==> src/rtl/sram_lsu_master.sv <==
// sram_lsu_master
// Load/store access controller for a single-port 32-bit block SRAM. It takes
// byte-addressed load/store requests and turns them into word-addressed,
// byte-masked SRAM accesses. It returns exactly one response per request.
//
// Ports
//   clk, rst_n        clock (posedge) and synchronous active-low reset
//   req_*             request channel (valid/ready), sampled only on accept
//   rsp_*             response channel (valid/ready): load data or error flag
//   mem_*             SRAM side: cs, byte write enables, word address,
//                     write data, and read data (valid one cycle after a read)
//   dbg_state         current FSM state (0 IDLE, 1 ISSUE, 2 CAPT, 3 RESP)
//
// Handshake: a transfer happens on a posedge where valid & ready are both 1.
// A valid source holds its payload until the transfer. req_ready is 1 only in
// IDLE. rsp_valid is 1 only in RESP, and rsp_rdata/rsp_err are frozen there.
module sram_lsu_master #(
  parameter int ADDR_WIDTH     = 32,
  parameter int MEM_ADDR_WIDTH = 10
) (
  input  logic                      clk,
  input  logic                      rst_n,
  input  logic                      req_valid,
  output logic                      req_ready,
  input  logic                      req_we,
  input  logic [1:0]                req_size,
  input  logic                      req_unsigned,
  input  logic [ADDR_WIDTH-1:0]     req_addr,
  input  logic [31:0]               req_wdata,
  output logic                      rsp_valid,
  input  logic                      rsp_ready,
  output logic [31:0]               rsp_rdata,
  output logic                      rsp_err,
  output logic                      mem_cs,
  output logic [3:0]                mem_we,
  output logic [MEM_ADDR_WIDTH-1:0] mem_addr,
  output logic [31:0]               mem_wdata,
  input  logic [31:0]               mem_rdata,
  output logic [1:0]                dbg_state
);

  typedef enum logic [1:0] {
    S_IDLE  = 2'd0,
    S_ISSUE = 2'd1,
    S_CAPT  = 2'd2,
    S_RESP  = 2'd3
  } state_t;

  state_t state_q, state_d;

  logic                      accept;
  logic                      req_err;
  logic [ADDR_WIDTH-1:0]     hi_bits;
  logic [3:0]                st_mask;
  logic [31:0]               st_data;
  logic [7:0]                ld_byte;
  logic [15:0]               ld_half;
  logic [31:0]               ld_ext;

  logic                      we_q;
  logic [1:0]                size_q;
  logic                      uns_q;
  logic [1:0]                lane_q;
  logic [3:0]                mask_q;
  logic [MEM_ADDR_WIDTH-1:0] mem_addr_q;
  logic [31:0]               mem_wdata_q;
  logic [31:0]               rsp_rdata_q;
  logic                      rsp_err_q;

  assign accept = req_valid & req_ready;

  // Address bits above the SRAM's byte range must all be zero.
  assign hi_bits = req_addr >> (MEM_ADDR_WIDTH + 2);

  always_comb begin
    req_err = 1'b0;
    if (req_size == 2'b11)                       req_err = 1'b1;
    if ((req_size == 2'b01) && req_addr[0])      req_err = 1'b1;
    if ((req_size == 2'b10) && (|req_addr[1:0])) req_err = 1'b1;
    if (|hi_bits)                                req_err = 1'b1;
  end

  // Store lane mask and replicated data. Replication puts the sub-word on
  // every lane, so only the mask depends on the low address bits.
  always_comb begin
    st_mask = 4'b1111;
    st_data = req_wdata;
    case (req_size)
      2'b00: begin
        st_mask = 4'b0001 << req_addr[1:0];
        st_data = {4{req_wdata[7:0]}};
      end
      2'b01: begin
        st_mask = req_addr[1] ? 4'b1100 : 4'b0011;
        st_data = {2{req_wdata[15:0]}};
      end
      default: begin
        st_mask = 4'b1111;
        st_data = req_wdata;
      end
    endcase
  end

  // Load lane selection and extension, from the registered request fields.
  always_comb begin
    ld_byte = mem_rdata[7:0];
    case (lane_q)
      2'd0:    ld_byte = mem_rdata[7:0];
      2'd1:    ld_byte = mem_rdata[15:8];
      2'd2:    ld_byte = mem_rdata[23:16];
      default: ld_byte = mem_rdata[31:24];
    endcase
    ld_half = lane_q[1] ? mem_rdata[31:16] : mem_rdata[15:0];
    ld_ext  = mem_rdata;
    case (size_q)
      2'b00:   ld_ext = uns_q ? {24'd0, ld_byte} : {{24{ld_byte[7]}}, ld_byte};
      2'b01:   ld_ext = uns_q ? {16'd0, ld_half} : {{16{ld_half[15]}}, ld_half};
      default: ld_ext = mem_rdata;
    endcase
  end

  // FSM: state register
  always_ff @(posedge clk) begin
    if (!rst_n) state_q <= S_IDLE;
    else        state_q <= state_d;
  end

  // FSM: next state
  always_comb begin
    state_d = state_q;
    case (state_q)
      S_IDLE:  if (req_valid) state_d = req_err ? S_RESP : S_ISSUE;
      S_ISSUE: state_d = we_q ? S_RESP : S_CAPT;
      S_CAPT:  state_d = S_RESP;
      S_RESP:  if (rsp_ready) state_d = S_IDLE;
      default: state_d = S_IDLE;
    endcase
  end

  // FSM: outputs
  always_comb begin
    req_ready = (state_q == S_IDLE);
    rsp_valid = (state_q == S_RESP);
    mem_cs    = (state_q == S_ISSUE);
    mem_we    = (state_q == S_ISSUE) ? mask_q : 4'b0000;
  end

  // Request capture and response data. Accept clears the response registers,
  // so stores and errors answer with rdata 0. A load overwrites rdata in CAPT.
  always_ff @(posedge clk) begin
    if (!rst_n) begin
      we_q        <= 1'b0;
      size_q      <= 2'b00;
      uns_q       <= 1'b0;
      lane_q      <= 2'b00;
      mask_q      <= 4'b0000;
      mem_addr_q  <= '0;
      mem_wdata_q <= '0;
      rsp_rdata_q <= '0;
      rsp_err_q   <= 1'b0;
    end else if (accept) begin
      rsp_err_q   <= req_err;
      rsp_rdata_q <= '0;
      if (!req_err) begin
        we_q       <= req_we;
        size_q     <= req_size;
        uns_q      <= req_unsigned;
        lane_q     <= req_addr[1:0];
        mask_q     <= req_we ? st_mask : 4'b0000;
        mem_addr_q <= req_addr[MEM_ADDR_WIDTH+1:2];
        if (req_we) mem_wdata_q <= st_data;
      end
    end else if (state_q == S_CAPT) begin
      rsp_rdata_q <= ld_ext;
    end
  end

  assign mem_addr  = mem_addr_q;
  assign mem_wdata = mem_wdata_q;
  assign rsp_rdata = rsp_rdata_q;
  assign rsp_err   = rsp_err_q;
  assign dbg_state = state_q;

endmodule

==> config.mk <==
export PLATFORM = sky130hd
export DESIGN_NAME = sram_lsu_master
export DESIGN_NICKNAME = d
export VERILOG_FILES = /design/src/rtl/sram_lsu_master.sv
export SDC_FILE = /design/constraint.sdc
export NUM_CORES = 1
export LEC_CHECK = 0
export ABC_AREA = 1
export CAP_MARGIN = 10
export CORE_AREA = 3 3 119 121
export DETAILED_ROUTE_END_ITERATION = 8
export DIE_AREA = 0 0 122 124
export PLACE_DENSITY = 0.76
export SYNTH_ARGS = -nofsm -noshare
export SYNTH_HDL_FRONTEND = slang
export SYNTH_SLANG_ARGS = --single-unit
==> constraint.sdc <==
create_clock -name clk -period 1.5 [get_ports clk]
set_input_delay 0.45 -clock clk [delete_from_list [all_inputs] [get_ports clk]]
set_output_delay 0.45 -clock clk [all_outputs]
set_load 0.02 [all_outputs]
# --- After elaboration in Yosys (flattened, before gate mapping) ---
# Index checks and enable logic that the tools add are counted.
classes:
  addsub: 0
  multipliers: 0
  n_div: 0
  magnitude_cmp: 0
  eq_ne: 11
  shifts: 1
  mux: 19
  bitwise_logic: 3
  n_reduce_logical: 12
op_table:
  columns: ["operator", "n"]
  rows:
  - ["$pmux 32 s2", 2]
  - ["$mux 32", 2]
  - ["$pmux 8 s3", 1]
  - ["$reduce_or 20->1", 1]
  - ["$mux 16", 1]
  - ["$mux 4", 3]
  - ["$eq 2x2->1 const B", 5]
  - ["$eq 2x1->1 const B", 4]
  - ["$logic_not 2->1", 4]
  - ["$pmux 2 s4", 1]
  - ["$pmux 4 s2", 1]
  - ["$mux 2", 3]
  - ["$mux 1", 5]
  - ["$reduce_and 2->1", 2]
  - ["$reduce_or 2->1", 2]
  - ["$shl 1x2->4 const A", 1]
  - ["$reduce_and 3->1", 1]
  - ["$logic_and 1x1->1", 2]
  - ["$ne 2x1->1 const B", 1]
  - ["$ne 2x2->1 const B", 1]
  - ["$not 1->1", 2]
  - ["$and 1x1->1", 1]
totals:
  ff_bits: 87
  latch_bits: 0
  mem_bits_rw: 0
  mem_bits_ro: 0
  inputBits: 104
  word_cells: 56
  mem_count: 0

# --- Logic depth before layout (Yosys ltp) ---
# Gate-level depths: netlist of the first run.
depth:
  depth_word: 8
  depth_mapped: 10
  mapped_depth_nobuf: 9

# --- Least setup slack after synthesis of the first run ---
# OpenSTA, ideal clock, no wires.
synth_path:
  kind: "register -> register"
  start: "register state_q[0] (netlist: dbg_state[0])"
  end: "register rsp_err_q (netlist: rsp_err)"
  setup_ps: 116
  t_arrival_ps: 1760
  required_time_ps: 1384
  path_slack_ps: -377
  stages_incl_launch_ff: 8
  n_path_buf: 2
  period_less_slack_ps: 1877
  path_cell_list: "dfxtp_1 -> inv_1 -> ha_1 -> nand2_1 -> clkinv_1 -> buf_2 -> buf_1 -> o211a_1"
synth_between:
  elab_chain_cells: 2
synth_rtl:
  columns: ["element", "line", "source"]
  rows:
  - ["from (decl)", "49", "state_t state_q, state_d;"]
  - ["from (signal assigned)", "125", "else state_q <= state_d;"]
  - ["$logic_not 2->1", "142", "req_ready = (state_q == S_IDLE);"]
  - ["net req_ready", "24", "output logic req_ready,"]
  - ["$and 1x1->1", "70", "assign accept = req_valid & req_ready;"]
  - ["to (signal assigned)", "162", "rsp_err_q <= req_err;"]
  - ["to (decl)", "68", "logic rsp_err_q;"]
# The timed path passes the listed nets, and every way through them passes these cells.
# A chain may end at the register's enable or synchronous reset.

# --- Worst setup path in the final report of the first run ---
layout_path:
  start: "register state_q[1] (netlist: dbg_state[1])"
  end: "register mem_addr_q[3] (netlist: mem_addr[3])"
layout_between:
  elab_chain_cells: 3
layout_rtl:
  columns: ["element", "line", "source"]
  rows:
  - ["$logic_not 2->1", "142", null]
  - ["$and 1x1->1", "70", null]
  - ["$reduce_and 2->1 (no source line)", null, null]
  - ["to (signal assigned)", "170", "mem_addr_q <= req_addr[MEM_ADDR_WIDTH+1:2];"]
  - ["to (decl)", "65", "logic [MEM_ADDR_WIDTH-1:0] mem_addr_q;"]
# No other way between the ends.

==> flow_metrics.env, run 1 <==
export IMPL_cts_num_sinks=87
export IMPL_die_area_um2=15100
export IMPL_fin_crit_sh=1.10
export IMPL_drtIter0Drc=389
export IMPL_reg2reg_depth=12
export IMPL_syn_instance_count=696
export IMPL_maxCapViolCount=0
export IMPL_clockBufferDepth=2
export IMPL_rsz0062_at_grt="true"
export IMPL_vdd_drop_max_uv=552
export IMPL_drtPass1Iterations=5
export IMPL_antenna_found_initial=0
export IMPL_synthFlopType="dfxtp_1"
export IMPL_overflow=0
export IMPL_place_ws_ns=-0.549
export IMPL_final_setup_worst_slack_ns=-0.156
export IMPL_ys_warn_count=0
export IMPL_arrival_ns=1.93
export IMPL_synth_area_um2=4560
export IMPL_wl_per_cell_um=15.1
export IMPL_synth_yosys_seq_area_share=0.382
export IMPL_power_leakage_nw=3.42
export IMPL_power_mw=8.86
export IMPL_r2r_start="dbg_state[1]"
export IMPL_pin_count=188
export IMPL_hpwl_um=11100
export IMPL_antenna_left=0
export IMPL_avgViaCountPerCell=4.90
export IMPL_clkTransAtPathRegs_ns=0.06
export IMPL_end_kind="flop"
export IMPL_synth_most_common_cell="nand2_1"
export IMPL_htreeDepth=3
export IMPL_final_fill_count=1203
export IMPL_crit_fanout=7
export IMPL_crit_path_start="dbg_state[1]"
export IMPL_ys_async_sr_fraction=0
export IMPL_synth_area_top_cells="dfxtp_1, nand2_1, a21oi_1"
export IMPL_ff_latch_area_um2=1750
export IMPL_synth_top_cell_area_share=0.382
export IMPL_drive_above_1_share=0.289
export IMPL_layout_min_cycle_time_ns=1.66
export IMPL_r2r_slack_ns=-0.16
export IMPL_syn_to_final_growth_pct=70.7
export IMPL_final_area_um2=7780
export IMPL_synth_net_count=804
export IMPL_first_global_vias=4851
export IMPL_gr_usage_all_layers=0.207
export IMPL_cts_tree="built"
export IMPL_crit_end="mem_addr[3]"
export IMPL_cts_root_buf="clkbuf_16"
export IMPL_hold_viol_final=0
export IMPL_relSlewSlack=0.717
export IMPL_grt_max_degree=41
export IMPL_hold_class="reg -> reg"
export IMPL_critPathLaunchType="flop"
export IMPL_critical_path_required_ns=1.78
export IMPL_finClkSkew_ns=0.00884
export IMPL_routed_wl_um=16500
export IMPL_initial_core_util=0.346
export IMPL_setup_tns_ns=-8.92
export IMPL_drc=0
export IMPL_power_density_nw_per_um2=1140
export IMPL_slew_violations=0
export IMPL_multiInputGateArea_um2=2610
export IMPL_tightest_slew_ns=0.424
export IMPL_grt_pass1_wl_um=24800
export IMPL_fmax_mhz=604
export IMPL_crit_type="reg -> reg"
export IMPL_io_buffers=187
export IMPL_gp_congestion=0.890
export IMPL_netlist_cell_type_count=31
export IMPL_die_y_um=124
export IMPL_nNetsFinal=1023
export IMPL_synthTopCellsByCount="nand2_1, inv_1, dfxtp_1"
export IMPL_synth_top_cell_by_area="dfxtp_1"
export IMPL_synth_avg_cell_area_um2=6.55
export IMPL_core_area_um2=13200
export IMPL_synth_edff_count=0
export IMPL_ctsHoldBuffers=0
export IMPL_cts_made_buffers=9
export IMPL_placed_cell_area_um2=6890
export IMPL_status="finished, violations left"
export IMPL_die_w_um=122
export IMPL_setup_viol=87
export IMPL_rows=42
export IMPL_violations="setup timing"
export IMPL_vias=5365
export IMPL_antenna_cells=0
export IMPL_r2r_end="mem_addr[3]"
export IMPL_ys_seq_elements=87
export IMPL_clock_latency_ns=0.35
## how the worst min path moves through the flow
stage                      startpoint          end  slack (ns)  cells after the start
after floorplan             lane_q[0]    lane_q[0]        0.44                      2
after global placement      mask_q[3]    mask_q[3]        0.45                      2
after detailed placement  mem_addr[8]  mem_addr[8]        0.45                      2
after CTS                 mem_addr[9]  mem_addr[9]        0.46                      2
after global routing      mem_addr[9]  mem_addr[9]        0.48                      2
final                     mem_addr[4]  mem_addr[4]        0.46                      2
## layer usage
metal	vias up	routed length (um)	track usage
li1	2690	-	-
met1	2425	6740	0.262
met2	220	7920	0.339
met3	30	1460	0.0690
met4	0	373	0.0595
met5	-	0	0
## area by class of cell
type | count | share of cell area
multi-input cells | 465 | 0.335
repair buffers | 253 | 0.321
flip-flops and latches | 87 | 0.225
inverters | 99 | 0.0487
clock buffers | 12 | 0.0357
well taps | 176 | 0.0283
clock inverters | 3 | 0.00611
## cell usage in the layout (no fill, tap or decap), types with 8 or more instances in the layout
master	Yosys	final
nand2_1	176	139
inv_2	2	28
nor2_2	1	9
buf_4	2	35
clkdlybuf4s15_1	0	30
nand3_1	20	16
clkdlybuf4s50_1	0	79
o21ai_1	1	10
clkbuf_2	0	32
a21oi_2	0	10
nand2_2	0	28
buf_12	0	11
nand4_1	33	33
nand2_4	0	8
o21ai_2	2	27
buf_6	5	17
clkbuf_16	0	14
o21ai_0	44	8
dfxtp_1	87	84
inv_1	95	68
a21oi_1	78	68
dlygate4sd2_1	0	30
nor2_1	67	58
## report_power, final
| group | internal, mW | switching (mW) | total, mW | leakage (nW) |
|---|---|---|---|---|
| Clock | 1.48 | 0.956 | 2.44 | 0.160 |
| Combinational | 1.55 | 1.97 | 3.53 | 2.55 |
| Sequential | 2.65 | 0.248 | 2.89 | 0.707 |
## metrics by stage
step | hold slack, ns | cells | utilization
finish | 0.459 | 1095 | 0.590
global route | 0.478 | 1095 | 0.590
CTS | 0.459 | 1091 | 0.573
detailed placement | 0.453 | 1060 | 0.522
global placement | 0.448 | 1060 | 0.522
floorplan | 0.441 | 696 | -
## kinds of logic (layout without fill, tap and decap cells)
group,count (synthesis),after routing,synth area share
muxes,1,1,0.00220
AOI/OAI and AO/OA,153,153,0.185
DFF,87,87,0.382
and+or+nand+nor,307,307,0.288
buffers and inverters,144,367,0.131
adders and majority gates,4,4,0.0110
## critical path, cell delays in order, from the launching register on
cell and delay (ns):
dfxtp_4 0.36, inv_4 0.04, buf_6 0.11, ha_4 0.16, buf_6 0.12, nand2_4 0.06, clkinv_4 0.07, buf_12 0.14
buf_12 0.12, nand2_8 0.08, buf_8 0.13, nand2_1 0.07, a21oi_2 0.12
## what timing repair did
item,CTS,global route
pin swaps,34,41
endpoints found under the setup margin,169,151
resized for setup,258,198
setup buffers,11,5
gates cloned,5,4
## flip-flops by register name (all words and copies together), names as in the netlist
name	count
mem_wdata	32
rsp_rdata	32
mem_addr	10
mask_q	4
dbg_state	2
lane_q	2
size_q	2
rsp_err	1
uns_q	1
we_q	1
Power figures use the tool's default switching activity.
==> inputs of run 2 (changes only) <==
Settings changed: CAP_MARGIN 10 to 20, GPL_ROUTABILITY_DRIVEN set to 0.
==> results of run 2 <==
No change in the layout: final DEF, timing and power equal those of run 1.
